$ cat src/rtl/ov_stream_pkg.sv
// rtl/ov_stream_pkg.sv - shared types, pattern encodings and colour-bar table for the OV7670 stream generator
package ov_stream_pkg;

    typedef enum logic [2:0] {
        ST_IDLE,
        ST_SYNC,
        ST_BACK,
        ST_ACTIVE,
        ST_FRONT
    } state_t;

    typedef enum logic [1:0] {
        PAT_BARS     = 2'd0,
        PAT_GRADIENT = 2'd1,
        PAT_CHECKER  = 2'd2,
        PAT_SOLID    = 2'd3
    } pattern_t;

    localparam logic [15:0] BAR_RGB [0:7] = '{
        16'hFFFF, 16'hFFE0, 16'h07FF, 16'h07E0,
        16'hF81F, 16'hF800, 16'h001F, 16'h0000
    };

    // The camera bus carries the high byte of each pixel first.
    function automatic logic [7:0] rgb565_byte(input logic [15:0] rgb, input logic low_byte);
        return low_byte ? rgb[7:0] : rgb[15:8];
    endfunction

endpackage

$ cat src/rtl/ov7670_stream_gen_if.sv
// rtl/ov7670_stream_gen_if.sv - emulated OV7670 parallel camera bus
interface ov7670_stream_gen_if;
    logic       pclk;
    logic       vsync;
    logic       href;
    logic [7:0] data;

    modport master (output pclk, vsync, href, data);
    modport slave  (input  pclk, vsync, href, data);
endinterface

$ cat src/rtl/ov_pattern_rgb565.sv
// rtl/ov_pattern_rgb565.sv - RGB565 test-pattern colour for one pixel, registered output
module ov_pattern_rgb565
    import ov_stream_pkg::*;
#(
    parameter int H_ACTIVE = 640
) (
    input  logic        clk25,
    input  logic        rst_n,
    input  logic [9:0]  x,
    input  logic [9:0]  y,
    input  pattern_t    pattern,
    input  logic [15:0] solid,
    output logic [15:0] rgb
);

    localparam int BAR_W = (H_ACTIVE / 8 > 0) ? H_ACTIVE / 8 : 1;

    logic [9:0]  bar_idx;
    logic [15:0] rgb_d;

    always_comb begin
        bar_idx = x / 10'(BAR_W);
        rgb_d   = solid;
        case (pattern)
            PAT_BARS:     rgb_d = BAR_RGB[(bar_idx > 10'd7) ? 3'd7 : bar_idx[2:0]];
            PAT_GRADIENT: rgb_d = {x[9:5], x[9:4], x[9:5]};
            // 32x32 squares: bit 5 of x and y selects the square parity.
            PAT_CHECKER:  rgb_d = (((x ^ y) & 10'h020) != 10'h000) ? 16'h0000 : 16'hFFFF;
            default:      rgb_d = solid;
        endcase
    end

    always_ff @(posedge clk25 or negedge rst_n) begin
        if (!rst_n) begin
            rgb <= '0;
        end else begin
            rgb <= rgb_d;
        end
    end

endmodule

$ cat src/rtl/ov7670_stream_gen.sv
// rtl/ov7670_stream_gen.sv - OV7670 camera-bus frame generator; OV_STREAM_GEN_SCROLL_EN adds per-frame horizontal scroll
module ov7670_stream_gen
    import ov_stream_pkg::*;
#(
    parameter int H_ACTIVE = 640,
    parameter int H_TOTAL  = 784,
    parameter int V_SYNC   = 3,
    parameter int V_BACK   = 17,
    parameter int V_ACTIVE = 480,
    parameter int V_TOTAL  = 510
) (
    input  logic                       clk25,
    input  logic                       rst_n,
    input  logic                       enable,
    input  logic [1:0]                 pattern_sel,
    input  logic [15:0]                solid_rgb,
    ov7670_stream_gen_if.master        cam,
    output logic                       frame_start,
    output logic                       busy
);

    localparam int BACK_END   = V_SYNC + V_BACK;
    localparam int ACTIVE_END = V_SYNC + V_BACK + V_ACTIVE;

    logic        pclk_q;
    logic        tick;
    state_t      state_q, state_d;
    logic [9:0]  line_q, line_d;
    logic [9:0]  pix_q, pix_d;
    logic        lo_q, lo_d;
    logic        start_frame;
    pattern_t    pat_q;
    logic [15:0] solid_q;
    logic [9:0]  x_pat, y_pat;
    logic [15:0] rgb;

    logic        vsync_q, href_q, frame_start_q;
    logic [7:0]  data_q;
    logic        vsync_d, href_d, frame_start_d;
    logic [7:0]  data_d;

    // Every bus update happens on the clk25 edge where pclk falls.
    assign tick = pclk_q;

    function automatic state_t line_state(input logic [9:0] ln);
        if (ln < 10'(V_SYNC))     return ST_SYNC;
        if (ln < 10'(BACK_END))   return ST_BACK;
        if (ln < 10'(ACTIVE_END)) return ST_ACTIVE;
        return ST_FRONT;
    endfunction

    always_ff @(posedge clk25 or negedge rst_n) begin
        if (!rst_n) begin
            pclk_q  <= 1'b0;
            state_q <= ST_IDLE;
            line_q  <= '0;
            pix_q   <= '0;
            lo_q    <= 1'b0;
            pat_q   <= PAT_BARS;
            solid_q <= '0;
        end else begin
            pclk_q <= ~pclk_q;
            if (tick) begin
                state_q <= state_d;
                line_q  <= line_d;
                pix_q   <= pix_d;
                lo_q    <= lo_d;
                if (start_frame) begin
                    pat_q   <= pattern_t'(pattern_sel);
                    solid_q <= solid_rgb;
                end
            end
        end
    end

    // Computes the byte position that the next tick will put on the bus.
    always_comb begin
        state_d     = state_q;
        line_d      = line_q;
        pix_d       = pix_q;
        lo_d        = lo_q;
        start_frame = 1'b0;
        if (state_q == ST_IDLE) begin
            line_d = '0;
            pix_d  = '0;
            lo_d   = 1'b0;
            if (enable) begin
                state_d     = ST_SYNC;
                start_frame = 1'b1;
            end
        end else begin
            lo_d = ~lo_q;
            if (lo_q) begin
                if (pix_q == 10'(H_TOTAL - 1)) begin
                    pix_d  = '0;
                    line_d = (line_q == 10'(V_TOTAL - 1)) ? 10'd0 : line_q + 10'd1;
                end else begin
                    pix_d = pix_q + 10'd1;
                end
            end
            if (lo_q && pix_q == 10'(H_TOTAL - 1) && line_q == 10'(V_TOTAL - 1)) begin
                state_d     = enable ? ST_SYNC : ST_IDLE;
                start_frame = enable;
            end else begin
                state_d = line_state(line_d);
            end
        end
    end

`ifdef OV_STREAM_GEN_SCROLL_EN
    logic [7:0]  scroll_q;
    logic [10:0] x_sum;

    always_ff @(posedge clk25 or negedge rst_n) begin
        if (!rst_n) begin
            scroll_q <= '0;
        end else if (tick && start_frame) begin
            scroll_q <= scroll_q + 8'd1;
        end
    end

    always_comb begin
        x_sum = {1'b0, pix_d} + {3'b000, scroll_q};
        x_pat = 10'(x_sum % 11'(H_ACTIVE));
    end
`else
    assign x_pat = pix_d;
`endif

    assign y_pat = line_d - 10'(BACK_END);

    // Fed with the upcoming position so its registered colour is ready one cycle before the tick.
    ov_pattern_rgb565 #(
        .H_ACTIVE (H_ACTIVE)
    ) u_pattern (
        .clk25   (clk25),
        .rst_n   (rst_n),
        .x       (x_pat),
        .y       (y_pat),
        .pattern (pat_q),
        .solid   (solid_q),
        .rgb     (rgb)
    );

    always_comb begin
        vsync_d       = (state_d == ST_SYNC);
        href_d        = (state_d == ST_ACTIVE) && (pix_d < 10'(H_ACTIVE));
        data_d        = href_d ? rgb565_byte(rgb, lo_d) : 8'h00;
        frame_start_d = tick && start_frame;
    end

    always_ff @(posedge clk25 or negedge rst_n) begin
        if (!rst_n) begin
            vsync_q       <= 1'b0;
            href_q        <= 1'b0;
            data_q        <= 8'h00;
            frame_start_q <= 1'b0;
        end else begin
            frame_start_q <= frame_start_d;
            if (tick) begin
                vsync_q <= vsync_d;
                href_q  <= href_d;
                data_q  <= data_d;
            end
        end
    end

    assign cam.pclk    = pclk_q;
    assign cam.vsync   = vsync_q;
    assign cam.href    = href_q;
    assign cam.data    = data_q;
    assign frame_start = frame_start_q;
    assign busy        = (state_q != ST_IDLE);

endmodule

$ cat src/flat_wrapper.sv
// flat-port wrapper written by rule: the top's interface ports become plain ports
module ov7670_stream_gen_flat import ov_stream_pkg::*;
#(
    parameter int H_ACTIVE = 640,
    parameter int H_TOTAL  = 784,
    parameter int V_SYNC   = 3,
    parameter int V_BACK   = 17,
    parameter int V_ACTIVE = 480,
    parameter int V_TOTAL  = 510
)
  (clk25, rst_n, enable, pattern_sel, solid_rgb, frame_start, busy, cam_pclk, cam_vsync, cam_href, cam_data);
  ov7670_stream_gen_if cam_i ();
  input  logic clk25;
  input  logic rst_n;
  input  logic enable;
  input  logic [1:0] pattern_sel;
  input  logic [15:0] solid_rgb;
  output logic frame_start;
  output logic busy;
  output wire logic [$bits(cam_i.pclk)-1:0] cam_pclk;
  output wire logic [$bits(cam_i.vsync)-1:0] cam_vsync;
  output wire logic [$bits(cam_i.href)-1:0] cam_href;
  output wire logic [$bits(cam_i.data)-1:0] cam_data;
  assign cam_pclk = cam_i.pclk;
  assign cam_vsync = cam_i.vsync;
  assign cam_href = cam_i.href;
  assign cam_data = cam_i.data;
  ov7670_stream_gen #(.H_ACTIVE(H_ACTIVE), .H_TOTAL(H_TOTAL), .V_SYNC(V_SYNC), .V_BACK(V_BACK), .V_ACTIVE(V_ACTIVE), .V_TOTAL(V_TOTAL)) u_core (.clk25(clk25), .rst_n(rst_n), .enable(enable), .pattern_sel(pattern_sel), .solid_rgb(solid_rgb), .cam(cam_i), .frame_start(frame_start), .busy(busy));
endmodule
$ cat config.mk
export PLATFORM = sky130hd
export DESIGN_NAME = ov7670_stream_gen_flat
export DESIGN_NICKNAME = d
export VERILOG_FILES = /design/src/rtl/ov_stream_pkg.sv /design/src/rtl/ov7670_stream_gen_if.sv /design/src/rtl/ov_pattern_rgb565.sv /design/src/rtl/ov7670_stream_gen.sv /design/src/flat_wrapper.sv
export SDC_FILE = /design/constraint.sdc
export NUM_CORES = 1
export LEC_CHECK = 0
export BUFFER_PORTS_ARGS = -buffer_cell sky130_fd_sc_hd__buf_2
export CORE_UTILIZATION = 50
export CTS_CLUSTER_DIAMETER = 50
export DETAILED_ROUTE_END_ITERATION = 7
export GPL_ROUTABILITY_DRIVEN = 0
export GPL_TIMING_DRIVEN = 0
export PLACE_DENSITY_LB_ADDON = 0.05
export SETUP_SLACK_MARGIN = 0.3
export SLEW_MARGIN = 15
export SYNTH_ARGS = -nofsm -noshare
export SYNTH_HDL_FRONTEND = slang
export SYNTH_SLANG_ARGS = --single-unit
$ cat constraint.sdc
create_clock -name clk25 -period 7.1 [get_ports clk25]
set_input_delay 0.71 -clock clk25 [delete_from_list [all_inputs] [get_ports clk25]]
set_output_delay 0.71 -clock clk25 [all_outputs]
set_load 0.005 [all_outputs]
==> summary.md, run 1 <==
| Metric | Value |
|---|---|
| Outcome | completed |
| Tot GR Track Use | 23.4% |
| Die footprint | 8230 µm² |
| Setup TNS | 0 ns |
| Post-Syn Nets | 425 |
| Pre-CTS setup slack | 3.83 ns |
| Slowest stage delay, CP | 0.61 ns |
| Clock-pin slew on the worst setup and hold paths | 0.08 ns |
| CP Data Required Time | 7.34 ns |
| CP top delay family | simple AND/OR/NAND/NOR gates |
| Critical path endpoint category | flop |
| Mapped cell area | 3940 µm² |
| I/O Pins | 34 |
| Cell row count | 31 |
| Crit path depth | 10 |
| Met3 Routed Length | 339 µm |
| Post-CTS resize count | 0 |
| CORE AREA | 7450 µm² |
| Starting Density | 52.9% |
| Syn Area/Cell | 9.82 µm² |
| Syn. warnings | 0 |
| Max Buffers Root-to-Sink | 2 |
| CP Cell Sequence | ha_1 > nand4_4 > clkbuf_1 > nor3_1 > nand2_1 > nand2_1 > and3_1 > buf_4 > buf_2 > mux2_2 |
| Worst-Margin Slew | 0.893 ns |
| Grt total ovfl | 0 |
| Reg area | 1750 µm² |
| Tcrit/Tclk final | 46.7% |
| Crit path setup slack, layout | 3.79 ns |
| Final nets | 470 |
| Antenna fix cells | 0 |
| Clock root cell | clkbuf_8 |
| Largest fanout on the critical path | 10 |
| Die Wd | 90.7 µm |
| Met2 Wirelength | 3760 µm |
| DR pass1 iterations | 5 |
| Worst reg-to-reg path cell count | 10 |
| Fillers | 697 |
| Initial antenna violation count | 0 |
| Post-CTS setup buffers | 0 |
| Area growth, synth to finish | 12.6% |
| Sequential element share of the synthesized area | 44.5% |
| Post-Place Cells | 534 |
| Post-cts hold buffer count | 0 |
| RSZ-0062 raised after global routing | false |
| Chip height | 90.7 µm |
| Finished Layout Cells | 550 |
| Final min period | 3.31 ns |
| Yosys reg bits | 70 |
| Post-route DRC | 0 |
| Fmax | 302 MHz |
| Port bufs | 33 |
| Crit-path most repeated cell | nand2_1 |
| Max H-tree Level | 3 |
| Primary FF master, synth | dfrtp_1 |
| First-pass GRT wire length | 15,200 µm |
| Routed vias | 3,175 |
| Highest metal used | met4 |
| IR drop worst, VDD | 0.0974 mV |
| Final Max Tran Viols | 0 |
| Data arrival time of the worst path | 3.55 ns |
| Vias per cell | 5.77 |
| Power density cells | 162 nW/µm² |
| Detailed placement HPWL | 6450 µm |
| Max Cap Violations | 0 |
| Footprint of the multi-input gates | 2000 µm² |
| Clk sinks | 70 |
| Leakage dissipation | 0.00200 µW |
| TritonCTS clock tree | yes |
| Metal-1 WL | 4560 µm |
| CP max-delay cell | nor3_1 |
| ANT nets after route | 0 |
| Fraction of layout cells with a size suffix above 1 | 24.8% |
| Hold Fails Final Rpt | 0 |
| Setup violators final | 0 |
| Synth async-reset ratio | 100% |
| Largest net degree at the start of global routing | 44 |
| Post-synthesis cell count | 401 |
| Slew HR | 40.3% |
| Synth unique cells | 69 |
| Vias in the first global route | 2,987 |
| Worst hold path type | input pin to async pin |
| WL final | 8820 µm |
| Crit Path Class | flop to flop |
| Clock skew | 0.0128 ns |
| Number of enable flip-flop cells after synthesis | 0 |
| WL per Instance | 16.0 µm |
| CTS Buf Count | 9 |
| CP Launch Type | flop |
| Clock Latency Late Sink | 0.36 ns |
| CP Buf/Inv Count | 3 |
| Starting DRT DRC Count | 147 |
per-layer routing:
layer	global-route usage, %	vias up
li1	-	1554
met1	36.0	1527
met2	32.3	80
met3	3.28	14
met4	10.1	0
met5	0	-
report_power, final:
group	leakage (µW)	internal, µW	switching [µW]	total, µW
Sequential	0.000870	398	0	398
Clock	0.0000888	133	171	304
Combinational	0.00104	5.16	9.12	14.3
worst reg2reg max path, delay by kind of cell, from the launching register on:
kind	cells	cell delay [ns]
AND/OR/NAND/NOR	5	1.49
buffers and inverters	3	0.70
flip-flops	1	0.40
multiplexers	1	0.36
adder cells (fa/ha/maj)	1	0.26
kinds of logic after synthesis:
group	count (synthesis)	share of synthesized area (%)
multiplexers	37	10.3
XOR/XNOR	8	1.97
AND/OR/NAND/NOR	145	19.7
buffers and inverters	37	4.70
AO/OA/AOI/OAI	101	17.9
flip-flops	70	44.5
adder cells (fa/ha/maj)	3	0.953
cells in the final DEF (no fill, tap or decap), types with 6 or more instances in the layout:
cell type	count
mux2i_1	12
o21ai_0	25
nand2_1	45
a31oi_1	7
buf_2	36
buf_4	6
mux2_2	24
clkbuf_8	9
nand3_1	13
and2_1	6
nand4_1	9
o2bb2ai_1	8
clkbuf_1	11
nor2_1	32
a21oi_1	17
dfrtp_1	70
inv_1	13
Yosys cell counts (all sizes together), types with 2 or more instances:
cell     number  share of area, %
dfrtp        70                44
nand2        46               4.4
nor2         32               3.1
o21ai        31               4.0
mux2         24               6.9
a21oi        18               2.4
inv          14               1.3
mux2i        13               3.4
nand3        13               1.7
buf          12               2.3
clkbuf       11               1.0
nand4        11               2.5
nor3          8               1.7
o2bb2ai       8               1.8
a31oi         7               1.1
and2          6              0.95
or4           6               1.4
nor2b         5              0.79
o211ai        5               1.1
or3           5              0.79
xnor2         5               1.1
o31ai         4               1.1
or2           4              0.64
a211oi        3              0.57
a21boi        3              0.67
ha            3              0.95
nor4          3              0.64
xor2          3              0.86
a41o          2              0.54
nand3b        2              0.38
o211a         2              0.51
o21a          2              0.38
o41ai         2              0.44
through the flow:
step                      hold slack (ns)  utilization [%]  instance area (µm²)  total power (µW)
after floorplan                     0.414                -                 3940               406
after global placement              0.465             56.8                 4230               419
after detailed placement            0.468             57.1                 4250               421
after CTS                           0.268             59.5                 4430               728
after global routing                0.286             59.5                 4430               747
final                               0.268             59.5                 4430               716
worst paths after layout:
check	startpoint	to	slack [ns]
max	u_core.pix_q[0]	u_core.solid_q[12]	3.79
min	rst_n	u_core.line_q[4]	0.27
max reg2reg	u_core.pix_q[0]	u_core.solid_q[12]	3.79
min reg2reg	u_core.cam.data[7]	u_core.cam.data[7]	0.48
max in group asynchronous	rst_n	u_core.solid_q[1]	6.28
min in group clk25	u_core.cam.data[7]	u_core.cam.data[7]	0.48
sequential cells by signal (all words and copies together) (netlist names):
name                  cells
u_core.cam.data           8
u_core.state_q            3
u_core.cam.href           1
u_core.lo_q               1
u_core.pat_q              2
u_core.frame_start        1
u_core.solid_q           16
u_core.u_pattern.rgb     16
u_core.pix_q             10
u_core.cam.vsync          1
u_core.cam.pclk           1
u_core.line_q            10
final cells by class:
cell class | instances | area share (%)
multi-input cells | 294 | 45.1
repair buffers | 34 | 4.23
clock inverters | 7 | 1.38
plain buffers | 23 | 2.99
well taps | 99 | 2.79
flip-flops and latches | 70 | 39.5
clock buffers | 9 | 2.79
inverters | 14 | 1.19
Note: power is estimated with default switching activity, not from simulation.
==> run 2: changes to the inputs <==
- clock period: 7.1 -> 2.7 ns (I/O delays scaled with it)
==> summary.md, run 2 (synthesized netlist as in run 1, its figures left out) <==
| Metric | Value |
|---|---|
| Outcome | complete, but fails checks |
| Failing checks | setup timing |
| Grt total ovfl | 0 (unchanged) |
| Port bufs | 33 (unchanged) |
| Fmax | 331 MHz (+9.6%) |
| Vias in the first global route | 3,289 (+10%) |
| CP Launch Type | flop |
| Vias per cell | 5.94 (+2.9%) |
| Worst-Margin Slew | 0.852 ns (-0.0401 ns) |
| Crit Path Class | flop to flop |
| Slew HR | 43.0% (+2.7 points) |
| Area growth, synth to finish | 36.5% |
| Tcrit/Tclk final | 112% (+65 points) |
| Post-Place Cells | 534 (unchanged) |
| Antenna fix cells | 0 (unchanged) |
| Most common cell after layout, fill and taps aside | dfrtp_1 |
| Setup violators final | 48 (+48) |
| Max H-tree Level | 3 (unchanged) |
| ANT nets after route | 0 (unchanged) |
| I/O Pins | 34 (unchanged) |
| Final nets | 514 (+9.4%) |
| Final Max Tran Viols | 0 (unchanged) |
| CP startpoint | u_core.pix_q[6] |
| Reg-to-Reg Start | u_core.pix_q[6] |
| Post-route DRC | 0 (unchanged) |
| RSZ-0062 raised after global routing | true |
| First-pass GRT wire length | 16,600 µm (+9.1%) |
| Final min period | 3.02 ns (-0.291 ns) |
| CP Data Required Time | 2.91 ns (-4.43 ns) |
| Max Buffers Root-to-Sink | 2 (unchanged) |
| IR drop worst, VDD | 0.325 mV (+230%) |
| Hold Crit Start | solid_rgb[1] |
| Max Cap Violations | 0 (unchanged) |
| Cell row count | 31 (unchanged) |
| Clock Latency Late Sink | 0.35 ns (about the same) |
| Fraction of layout cells with a size suffix above 1 | 43.6% (+19 points) |
| Clk sinks | 70 (unchanged) |
| Routed vias | 3,530 (+11%) |
| Clock-pin slew on the worst setup and hold paths | 0.09 ns (about the same) |
| Final hold slack | 0.154 ns (-0.114 ns) |
| Largest fanout on the critical path | 6 (-4) |
| Finished Layout Cells | 594 (+8.0%) |
| Die footprint | 8230 µm² (unchanged) |
| Critical path endpoint category | flop |
| Initial antenna violation count | 0 (unchanged) |
| Power density cells | 382 nW/µm² (+140%) |
| Reg area | 1750 µm² (+0.14%) |
| Data arrival time of the worst path | 3.23 ns (-0.32 ns) |
| DR pass1 iterations | 4 (-1) |
| WL final | 10,400 µm (+18%) |
| TritonCTS clock tree | yes |
| Worst hold path type | input pin to flop |
| Regs by FF count | u_core.solid_q (16), u_core.u_pattern.rgb (16) |
| Fillers | 532 (-24%) |
| Leakage dissipation | 0.00240 µW (+20%) |
| Crit path setup slack, layout | -0.321 ns (-4.11 ns) |
| Hold Fails Final Rpt | 0 (unchanged) |
| Die Wd | 90.7 µm (unchanged) |
| CTS Buf Count | 9 (unchanged) |
| R2r setup slk | -0.32 ns (-4.11 ns) |
| Clock skew | 0.0130 ns (+0.000185 ns) |
| WL per Instance | 17.6 µm (+9.7%) |
| Chip height | 90.7 µm (unchanged) |
| Clock root cell | clkbuf_8 |
| Largest net degree at the start of global routing | 45 (+2.3%) |
| Tot GR Track Use | 25.5% (+2.1 points) |
| Footprint of the multi-input gates | 2480 µm² (+24%) |
| CORE AREA | 7450 µm² (unchanged) |
| Most frequent cells in the layout | 68 x dfrtp_1, 40 x nand2_1, 39 x buf_4 |
| Starting Density | 52.9% (unchanged) |
| Detailed placement HPWL | 6570 µm (+1.8%) |
| Starting DRT DRC Count | 205 (+39%) |
-- run 2: cell types whose count changed in the layout (fill, tap and decap cells not counted), sizes merged --
cell,delta
buf,+43
bufbuf,+1
bufinv,+2
clkbuf,-2
clkinv,+1
clkinvlp,-1
dlygate4sd3,+1
inv,-2
nand4,+1
-- run 2: stage by stage --
stage / utilization, % / total power, µW / setup TNS (ns) / instance area, µm² / setup WS [ns]
5_1_grt: 72.2 / 2130 / -14.95 / 5380 / -0.431
3_3_place_gp: 57.5 / 1100 / -11.48 / 4280 / -0.455
3_5_place_dp: 57.8 / 1110 / -12.16 / 4300 / -0.498
2_1_floorplan: - / 1070 / -0.885 / 3990 / -0.0597
4_1_cts: 66.9 / 2080 / -6.80 / 4980 / -0.275
6_report: 72.2 / 2060 / -11.30 / 5380 / -0.321
-- run 2: final timing paths --
check                           depth (start not counted)                 end
max in group asynchronous                               3   u_core.solid_q[5]
worst max register to register                         10   u_core.state_q[0]
min in group asynchronous                               2         u_core.lo_q
worst min register to register                          1  u_core.cam.data[2]
worst max-delay path                                   10   u_core.state_q[0]
worst min-delay path                                    2   u_core.solid_q[1]
-- run 2: timing repair --
item / in CTS / in global routing
setup buffers: 20 / 21
gates cloned: 2 / 0
resized for setup: 55 / 53
endpoints found under the hold margin: 26 / 0
setup endpoints to repair: 55 / 58
hold buffers: 1 / 0
pin swaps: 25 / 19
-- run 2: where the power goes --
group	switching [µW]	total, µW	leakage [µW]	internal (µW)
sequential	0	1050	0.000866	1050
combinational	24.5	39.1	0.00142	14.6
clock	436	969	0.000112	533
-- run 2: routing by layer --
metal / GRT usage [%] / wire length [µm]
met2: 39.3 / 4900
met1: 35.9 / 4780
met5: 0 / 0
met4: 10.2 / 238
met3: 3.79 / 526
-- run 2: critical path: stages (launching register included) --
cell,delay [ns]
dfrtp_1,0.38
buf_6,0.12
or4_4,0.58
or4_4,0.50
buf_6,0.15
or3_4,0.34
a21oi_2,0.17
a41o_1,0.26
a21oi_4,0.10
o221ai_1,0.18
o21ai_1,0.10
-- run 2: cell type report --
cell class	instances	area share [%]
multi-input cells	295	46.1
flip-flops and latches	70	32.6
clock buffers	9	2.30
inverters	14	1.02
clock inverters	7	1.95
plain buffers	23	3.12
repair buffers	77	10.6
well taps	99	2.30
